File: config.mk
export PLATFORM = sky130hd
export DESIGN_NAME = setpoint_capture
export DESIGN_NICKNAME = d
export VERILOG_FILES = /design/src/rtl/setpoint_capture.sv
export SDC_FILE = /design/constraint.sdc
export NUM_CORES = 2
export LEC_CHECK = 0
export CAP_MARGIN = 20
export CELL_PAD_IN_SITES_DETAIL_PLACEMENT = 0
export CELL_PAD_IN_SITES_GLOBAL_PLACEMENT = 1
export CORE_MARGIN = 3
export CORE_UTILIZATION = 50
export CTS_CLUSTER_SIZE = 12
export DETAILED_ROUTE_END_ITERATION = 6
export PLACE_DENSITY = 0.78
export SLEW_MARGIN = 30
export SYNTH_ARGS = -nofsm -noshare
export SYNTH_HDL_FRONTEND = slang
export SYNTH_SLANG_ARGS = --single-unit
File: constraint.sdc
create_clock -name clk -period 9 [get_ports clk]
set_clock_uncertainty 0.2 [all_clocks]
set_input_delay 0.9 -clock clk [delete_from_list [all_inputs] [get_ports clk]]
set_output_delay 0.9 -clock clk [all_outputs]
set_load 0.1 [all_outputs]
File: src/rtl/setpoint_capture.sv
// Double-buffered setpoint frame capture from a TREADY-less stream.
// A full frame lands in the hidden bank and is published atomically with a bank swap.
module setpoint_capture #(
    parameter int RESULT_COUNT = 32,
    parameter int GAP_TIMEOUT  = 255,
    localparam int ADDR_WIDTH  = $clog2(RESULT_COUNT)
) (
    input  logic                  clk,
    input  logic                  reset,
    input  logic                  SETPOINT_TVALID,
    input  logic                  SETPOINT_TLAST,
    input  logic [31:0]           SETPOINT_TDATA,
    input  logic                  clearStrobe,
    input  logic [ADDR_WIDTH-1:0] readAddress,
    output logic [31:0]           readData,
    output logic                  frameToggle,
    output logic [31:0]           status
);

    localparam int GAP_WIDTH = $clog2(GAP_TIMEOUT + 1);
    localparam logic [ADDR_WIDTH-1:0] LAST_INDEX = ADDR_WIDTH'(RESULT_COUNT - 1);
    localparam logic [GAP_WIDTH-1:0]  GAP_LAST   = GAP_WIDTH'(GAP_TIMEOUT - 1);
    localparam logic [ADDR_WIDTH:0]   ADDR_LIMIT = (ADDR_WIDTH + 1)'(RESULT_COUNT);

    typedef enum logic [1:0] {
        IDLE    = 2'd0,
        RECV    = 2'd1,
        DISCARD = 2'd2
    } state_t;

    state_t                state, state_next;
    logic [ADDR_WIDTH-1:0] index, index_next;
    logic [GAP_WIDTH-1:0]  gap_count, gap_next;
    logic                  overflow_pending, overflow_next;
    logic                  pub_sel;
    logic [15:0]           frame_count;
    logic [2:0]            sticky;
    logic                  write_en;
    logic                  publish;
    logic                  set_gap, set_unexpected, set_missing;

    logic [31:0] bank [0:1][0:RESULT_COUNT-1];

    always_comb begin
        state_next     = state;
        index_next     = index;
        gap_next       = gap_count;
        overflow_next  = overflow_pending;
        write_en       = 1'b0;
        publish        = 1'b0;
        set_gap        = 1'b0;
        set_unexpected = 1'b0;
        set_missing    = 1'b0;

        case (state)
            IDLE: begin
                gap_next = '0;
                if (SETPOINT_TVALID) begin
                    write_en = 1'b1;
                    if (SETPOINT_TLAST) begin
                        // A one-beat frame can never be complete.
                        set_unexpected = 1'b1;
                        index_next     = '0;
                    end else begin
                        index_next = ADDR_WIDTH'(1);
                        state_next = RECV;
                    end
                end
            end

            RECV: begin
                if (SETPOINT_TVALID) begin
                    gap_next = '0;
                    write_en = 1'b1;
                    if (SETPOINT_TLAST) begin
                        index_next = '0;
                        state_next = IDLE;
                        if (index == LAST_INDEX) begin
                            publish = 1'b1;
                        end else begin
                            set_unexpected = 1'b1;
                        end
                    end else if (index == LAST_INDEX) begin
                        index_next    = '0;
                        overflow_next = 1'b1;
                        state_next    = DISCARD;
                    end else begin
                        index_next = index + 1'b1;
                    end
                end else if (gap_count == GAP_LAST) begin
                    set_gap    = 1'b1;
                    gap_next   = '0;
                    index_next = '0;
                    state_next = IDLE;
                end else begin
                    gap_next = gap_count + 1'b1;
                end
            end

            DISCARD: begin
                if (SETPOINT_TVALID) begin
                    gap_next = '0;
                    // Only the first beat past a full frame counts as the overflow.
                    if (overflow_pending) begin
                        set_missing   = 1'b1;
                        overflow_next = 1'b0;
                    end
                    if (SETPOINT_TLAST) begin
                        overflow_next = 1'b0;
                        state_next    = IDLE;
                    end
                end else if (gap_count == GAP_LAST) begin
                    set_gap       = 1'b1;
                    gap_next      = '0;
                    overflow_next = 1'b0;
                    state_next    = IDLE;
                end else begin
                    gap_next = gap_count + 1'b1;
                end
            end

            default: begin
                state_next = IDLE;
                index_next = '0;
                gap_next   = '0;
            end
        endcase
    end

    always_ff @(posedge clk or posedge reset) begin
        if (reset) begin
            state            <= IDLE;
            index            <= '0;
            gap_count        <= '0;
            overflow_pending <= 1'b0;
            pub_sel          <= 1'b0;
            frameToggle      <= 1'b0;
            frame_count      <= '0;
            sticky           <= '0;
            readData         <= '0;
        end else begin
            state            <= state_next;
            index            <= index_next;
            gap_count        <= gap_next;
            overflow_pending <= overflow_next;
            if (publish) begin
                pub_sel     <= ~pub_sel;
                frameToggle <= ~frameToggle;
                frame_count <= frame_count + 16'd1;
            end
            // Set events override a simultaneous clear.
            sticky <= (sticky & ~{3{clearStrobe}}) | {set_gap, set_unexpected, set_missing};
            if ({1'b0, readAddress} < ADDR_LIMIT) begin
                readData <= bank[pub_sel][readAddress];
            end else begin
                readData <= '0;
            end
        end
    end

    // Writes only ever target the hidden bank, so the published frame stays intact.
    always_ff @(posedge clk) begin
        if (write_en) begin
            bank[~pub_sel][index] <= SETPOINT_TDATA;
        end
    end

    assign status = {frame_count, 12'd0, (state != IDLE), sticky};

endmodule

# Word-level counts from Yosys, hierarchy flattened
# Memories as Yosys holds them, arrays and structs flattened.
# Cells that the tools add are included.
[word_totals] reg_bits=69 in_bits=42 mem_count=1 mem_bits_rw=2048 elab_cells=96
[classes] muxes=50 eq_ne=13 order_cmp=3 n_addsub=3 n_reduce_logical=9 n_bitwise=8
[memory_table] name="bank" words=2 word_bits=1024 rd=1 rd_ports_with_merged_regs=0 write_ports=1 line="42" rtl="logic [31:0] bank [0:1][0:RESULT_COUNT-1];"
[ops] op="$mux 1024" count=1
[ops] op="$bmux 32 s5" count=1
[ops] op="$demux 32 s5" count=1
[ops] op="$mux 32" count=3
[ops] op="$mux 5" count=5
[ops] op="$mux 1" count=24
[ops] op="$mux 8" count=3
[ops] op="$add 16x1->16 const B" count=1
[ops] op="$mux 2" count=8
[ops] op="$pmux 5 s3" count=1
[ops] op="$ge 6x6->1 const B" count=2
[ops] op="$not 5->6" count=2
[ops] op="$ne 2x2->1 const B" count=5
[ops] op="$ne 3x3->1 const B" count=3
[ops] op="$add 8x1->8 const B" count=1
[ops] op="$eq 8x8->1 const B" count=1
[ops] op="$lt 6x1->1 const B" count=1
[ops] op="$pmux 2 s3" count=1
[ops] op="$add 5x1->5 const B" count=1
[ops] op="$eq 5x5->1 const B" count=1
[ops] op="$reduce_and 5->1" count=1
[ops] op="$ne 4x4->1 const B" count=1
[ops] op="$pmux 1 s2" count=2
[ops] op="$reduce_and 4->1" count=1
[ops] op="11 further kinds" count=15

# Logic depth before layout (Yosys ltp)
[logic_depth] ltp_word=6 ltp_mapped=10 depth_no_buf=8

# Worst setup path after synthesis
# OpenSTA, ideal clock, no wires.
[synth_path] path_type="flip-flop to flip-flop" start="register pub_sel" end="memory bank[0][192] (netlist bit) (enable)" path_slack_ns=5.410 setup_time_ns=0.421 stages_incl_launch_ff=10 n_path_buf=5 synth_period_minus_slack_ns=3.590 arrival_ns=2.968 cell_sequence="dfrtp_1 -> buf_6 -> buf_8 -> buf_12 -> buf_6 -> buf_4 -> inv_1 -> nor2_1 -> nand2_1 -> nor2_1"
[synth_via] elab_chain_len=1
[synth_rtl] item="start, declared" line="35" rtl="logic pub_sel;"
[synth_rtl] item="start signal, assigned" line="147" rtl="pub_sel <= ~pub_sel;"
[synth_rtl] item="$not 1->1" line="164" rtl="bank[~pub_sel][index] <= SETPOINT_TDATA;"
[synth_rtl] item="end, declared" line="42"
# No other way between the ends.

# Final worst setup path
[layout_path] start="register pub_sel" end="register readData[1]"
[layout_via] elab_chain_len=4
[layout_rtl] item="$mem_v2 2x1024"
[layout_rtl] item="$bmux 32 s5" line="154" rtl="readData <= bank[pub_sel][readAddress];"
[layout_rtl] item="$mux 32 (not written as such) (2 in series)" line="154"
[layout_rtl] item="end signal, assigned" line="154"
[layout_rtl] item="end, declared" line="15" rtl="output logic [31:0] readData,"
# No other way between the ends. The select of a mux whose other input is x is not followed.
# A chain may end at the register's enable or synchronous reset.

==> run summary <==
The flow ran to the end, and the final reports show no timing, DRC or antenna violations. The number of cells after detailed placement is 5671. In this run, the number of DRC markers left after iteration 0 of detailed routing was 5722. The most common cell type on the critical path is mux4_2. The flip-flop and latch count after synthesis is 2117. The synthesized instance count is 3513.

The sink count of the clock tree is 2117. After clock tree synthesis, the clock-pin slew on the worst setup and hold paths is 0.06 ns. Traced cell by cell, the critical path runs through buf_16 > buf_4 > buf_6 > mux4_2 > mux4_2 > o22ai_1 > nor2_1. The sequential-to-total area share from yosys stat is 78.3%. Per report_power, the sequential group accounts for 55.1% of the total. Setup slack on the critical path of the routed design comes to 4.69 ns.

The starting density of the core came out at 50.7%. The number of max-capacitance violations reported came out at 0. Row generation in the floorplan step produced 146 rows. The count of port buffers added during placement came out at 94. Cell internal power was estimated by the tool at 15.6 mW. Net switching is 21.9% of the power. The top achievable clock speed came out at 232 MHz. The number of hold buffers added after CTS came out at 0. The netlist uses 53 different library cells. The global placement routability congestion is 0.803. The post-detailed-route DRC marker count is 0. The number of buffers between clock root and the deepest sink came out at 3. Global routing consumed, over all layers together, 24.9% of the routing resources. The vias per cell is 6.44. The critical path is of the reg2reg type. For the worst-skew pair, the clock arrives at the later sink with an insertion delay of 0.83 ns. The post-route antenna net violation count came out at 0. The wire length of the first global-routing pass is 293000 um. The final number of hold-violating endpoints came out at 0. The count of yosys warnings during synthesis came out at 0. The slew of the pin with the lowest slew margin is 1.10 ns. The share of total power dissipated in combinational logic is 5.4%.

The switching power total is 4.37 mW. Setup repair after global routing left no endpoint under its margin. The critical path buffer and inverter count is 3.

The maximum resistive drop on vdd is 222 uV. The clock network fraction of design power is 39.5%. The number of fill cells is 11300. The TritonCTS buffer count came out at 206. The final number of max-transition violations came out at 0. The setup slack on the worst flop-to-flop path came out at 4.69 ns.

The total of endpoints with negative setup slack in the final report came out at 0. The core region area came out at 0.159 sq mm. In this design, the largest share of critical-path delay is due to buffers and inverters. Across all hold checks on the routed design, the worst slack comes to 0.151 ns. The total leakage power came out at 28.6 nW. Detailed routing inserted a total of 38800 vias.

After layout, the minimum clock period comes to 4.31 ns. The count of flip-flops with a built-in enable after synthesis came out at 2048. The proportion of register bits with asynchronous set or reset after synthesis is 3.26%. The post-detailed-route wirelength per cell is 34.1 um.

The root buffer cell chosen for the clock tree is clkbuf_16. The most used flip-flop cell after synthesis is edfxtp_1. The worst setup slack before clock tree synthesis came out at 4.17 ns. The worst slew margin relative to its limit is 26.9%. The critical path required time came out at 9.49 ns. Gates resized during post-CTS repair numbered 0. The netlist area before placement came out at 0.0807 sq mm. Summed over all layers, the global routing overflow is 0. Post-CTS timing repair inserted 0 buffers for setup. The via count of the first global-routing pass came out at 38700. The fraction of layout cells with a size suffix above 1 came out at 26.9%. Averaged over all synthesized cells, the footprint is 23.0 sq um. STA classifies the critical path endpoint as a flop.

Entering global routing, the biggest net connects 117 pins. The power density of the placed cells came out at 220 mW/mm^2. The level count of the clock H-tree came out at 4. The total negative slack for setup checks is 0 ns. Of the available clock period, the critical path in the final layout requires 47.8%. Summed over all nets, the half-perimeter wirelength after detailed placement is 107000 um. STA classifies the critical path startpoint as a flop.

TritonCTS built the clock tree. For this run, the number of standard cells in the final layout without fillers is 6020. The boundary pin count came out at 107.

From synthesis to final layout, the design area changed by 12.2%. The data arrival time at the worst-slack endpoint is 4.79 ns. The initial antenna violation count is 10. The die area is 0.166 sq mm.

After routing the design area is 0.0906 sq mm. The overall routed net length is 205000 um. In this run the worst path has a maximum fanout of 45. The die is 408 um wide. The pre-antenna-repair detailed-routing pass consisted of 5 iterations. The worst stage delay on the critical path came out at 0.72 ns. The largest individual stage delay along the critical path comes from the cell buf_4. The post-place instance area came out at 0.0845 sq mm. In this run the worst hold path is classified as in2async. The total number of nets in the final design is 3788.

From bottom edge to top edge, the die measures 408 um.
placed cells by master (no fill, tap or decap), drive strengths merged, types with 26 or more instances in the layout:
cell,count
mux2i,43
nand2,76
clkinv,29
o22ai,99
a21oi,41
clkdlybuf4s50,56
nor2,144
edfxtp,2048
clkbuf,303
mux4,551
buf,143
dfrtp,69
mux2,26
cell type report:
class                           instances  area (sq um)  area share, %
Clock inverter                         39           362          0.399
Tap cell                             2146          2690           2.96
Inverter                               16          68.8         0.0760
Sequential cell                      2117         63200           69.8
Clock buffer                          303          5660           6.25
Timing Repair Buffer                  199          1760           1.94
Multi-Input combinational cell       1194         16800           18.5
Antenna cell                            6          15.0         0.0166
power by group through the flow:
stage	Sequential, mW	Clock (mW)	Combinational [mW]
5_1_grt	11.0	8.37	1.13
2_1_floorplan	11.3	0	0.462
3_3_place_gp	11.2	0	1.06
3_5_place_dp	11.2	0	1.08
6_report	11.0	7.87	1.08
4_1_cts	11.0	7.98	1.08
worst reg2reg max path: cells and delay by family, from the launching register on:
family / cells / cell delay (ns)
buffers and inverters: 3 / 1.67
multiplexers: 2 / 1.18
flip-flops: 1 / 0.62
AO/OA/AOI/OAI: 1 / 0.40
AND/OR/NAND/NOR: 1 / 0.10
state kept, by name (all words and copies together) (netlist names):
name / cells
readData: 32
index: 5
sticky: 3
gap_count: 8
frameToggle: 1
state: 2
frame_count: 16
overflow_pending: 1
pub_sel: 1
bank: 2048
routing by layer:
metal	up-vias	share of wire, %	GRT usage (%)
li1	15300	-	-
met3	359	12	6.90
met4	4	2.7	6.77
met5	-	0.011	0
met2	2539	47	38.1
met1	20600	38	35.8
final timing paths:
| path | startpoint | to | cells past startpoint |
|---|---|---|---|
| max | pub_sel$_DFFE_PP0P_ | readData[1]$_DFF_PP0_ | 7 |
| min reg2reg | frame_count[15]$_DFFE_PP0P_ | frame_count[15]$_DFFE_PP0P_ | 1 |
| min in group clk | frame_count[15]$_DFFE_PP0P_ | frame_count[15]$_DFFE_PP0P_ | 1 |
| min | reset | readData[20]$_DFF_PP0_ | 2 |
| max in group asynchronous | reset | pub_sel$_DFFE_PP0P_ | 3 |
| max reg2reg | pub_sel$_DFFE_PP0P_ | readData[1]$_DFF_PP0_ | 7 |
through the flow:
stage	utilization, %	power, mW
2_1_floorplan	-	11.8
3_3_place_gp	53.0	12.3
3_5_place_dp	53.0	12.3
4_1_cts	56.8	20.1
5_1_grt	56.9	20.5
6_report	56.9	20.0
Yosys cell counts, drive strengths merged (8+ instances only):
cell type     n  area [sq um]
edfxtp     2048         61500
mux4        551         12400
nor2        144           541
buf         140           928
o22ai        99           619
nand2        76           285
dfrtp        69          1730
clkbuf       57           214
mux2i        43           430
a21oi        41           205
mux2         26           293
o221ai       25           219
a31oi        21           131
inv          16          60.1
xnor2        16           140
o21ai        15          75.1
nand3        14          70.1
ha           12           150
nor3         11          55.1
nand2b        8          50.1
nor2b         8          50.1
cells by family (layout without fill, tap and decap cells):
kind of cell / count (synthesis) / after routing / share of synthesized area [%]
adders and majority gates: 12 / 12 / 0.186
muxes: 620 / 620 / 16.3
xor gates and xnor gates: 23 / 23 / 0.250
other: 1 / 18 / 0.00465
buffers and inverters: 213 / 557 / 1.49
DFF: 2117 / 2117 / 78.3
AOI/OAI and AO/OA: 224 / 224 / 1.79
and+or+nand+nor: 303 / 303 / 1.66
Note: power is estimated with default switching activity, not from simulation.
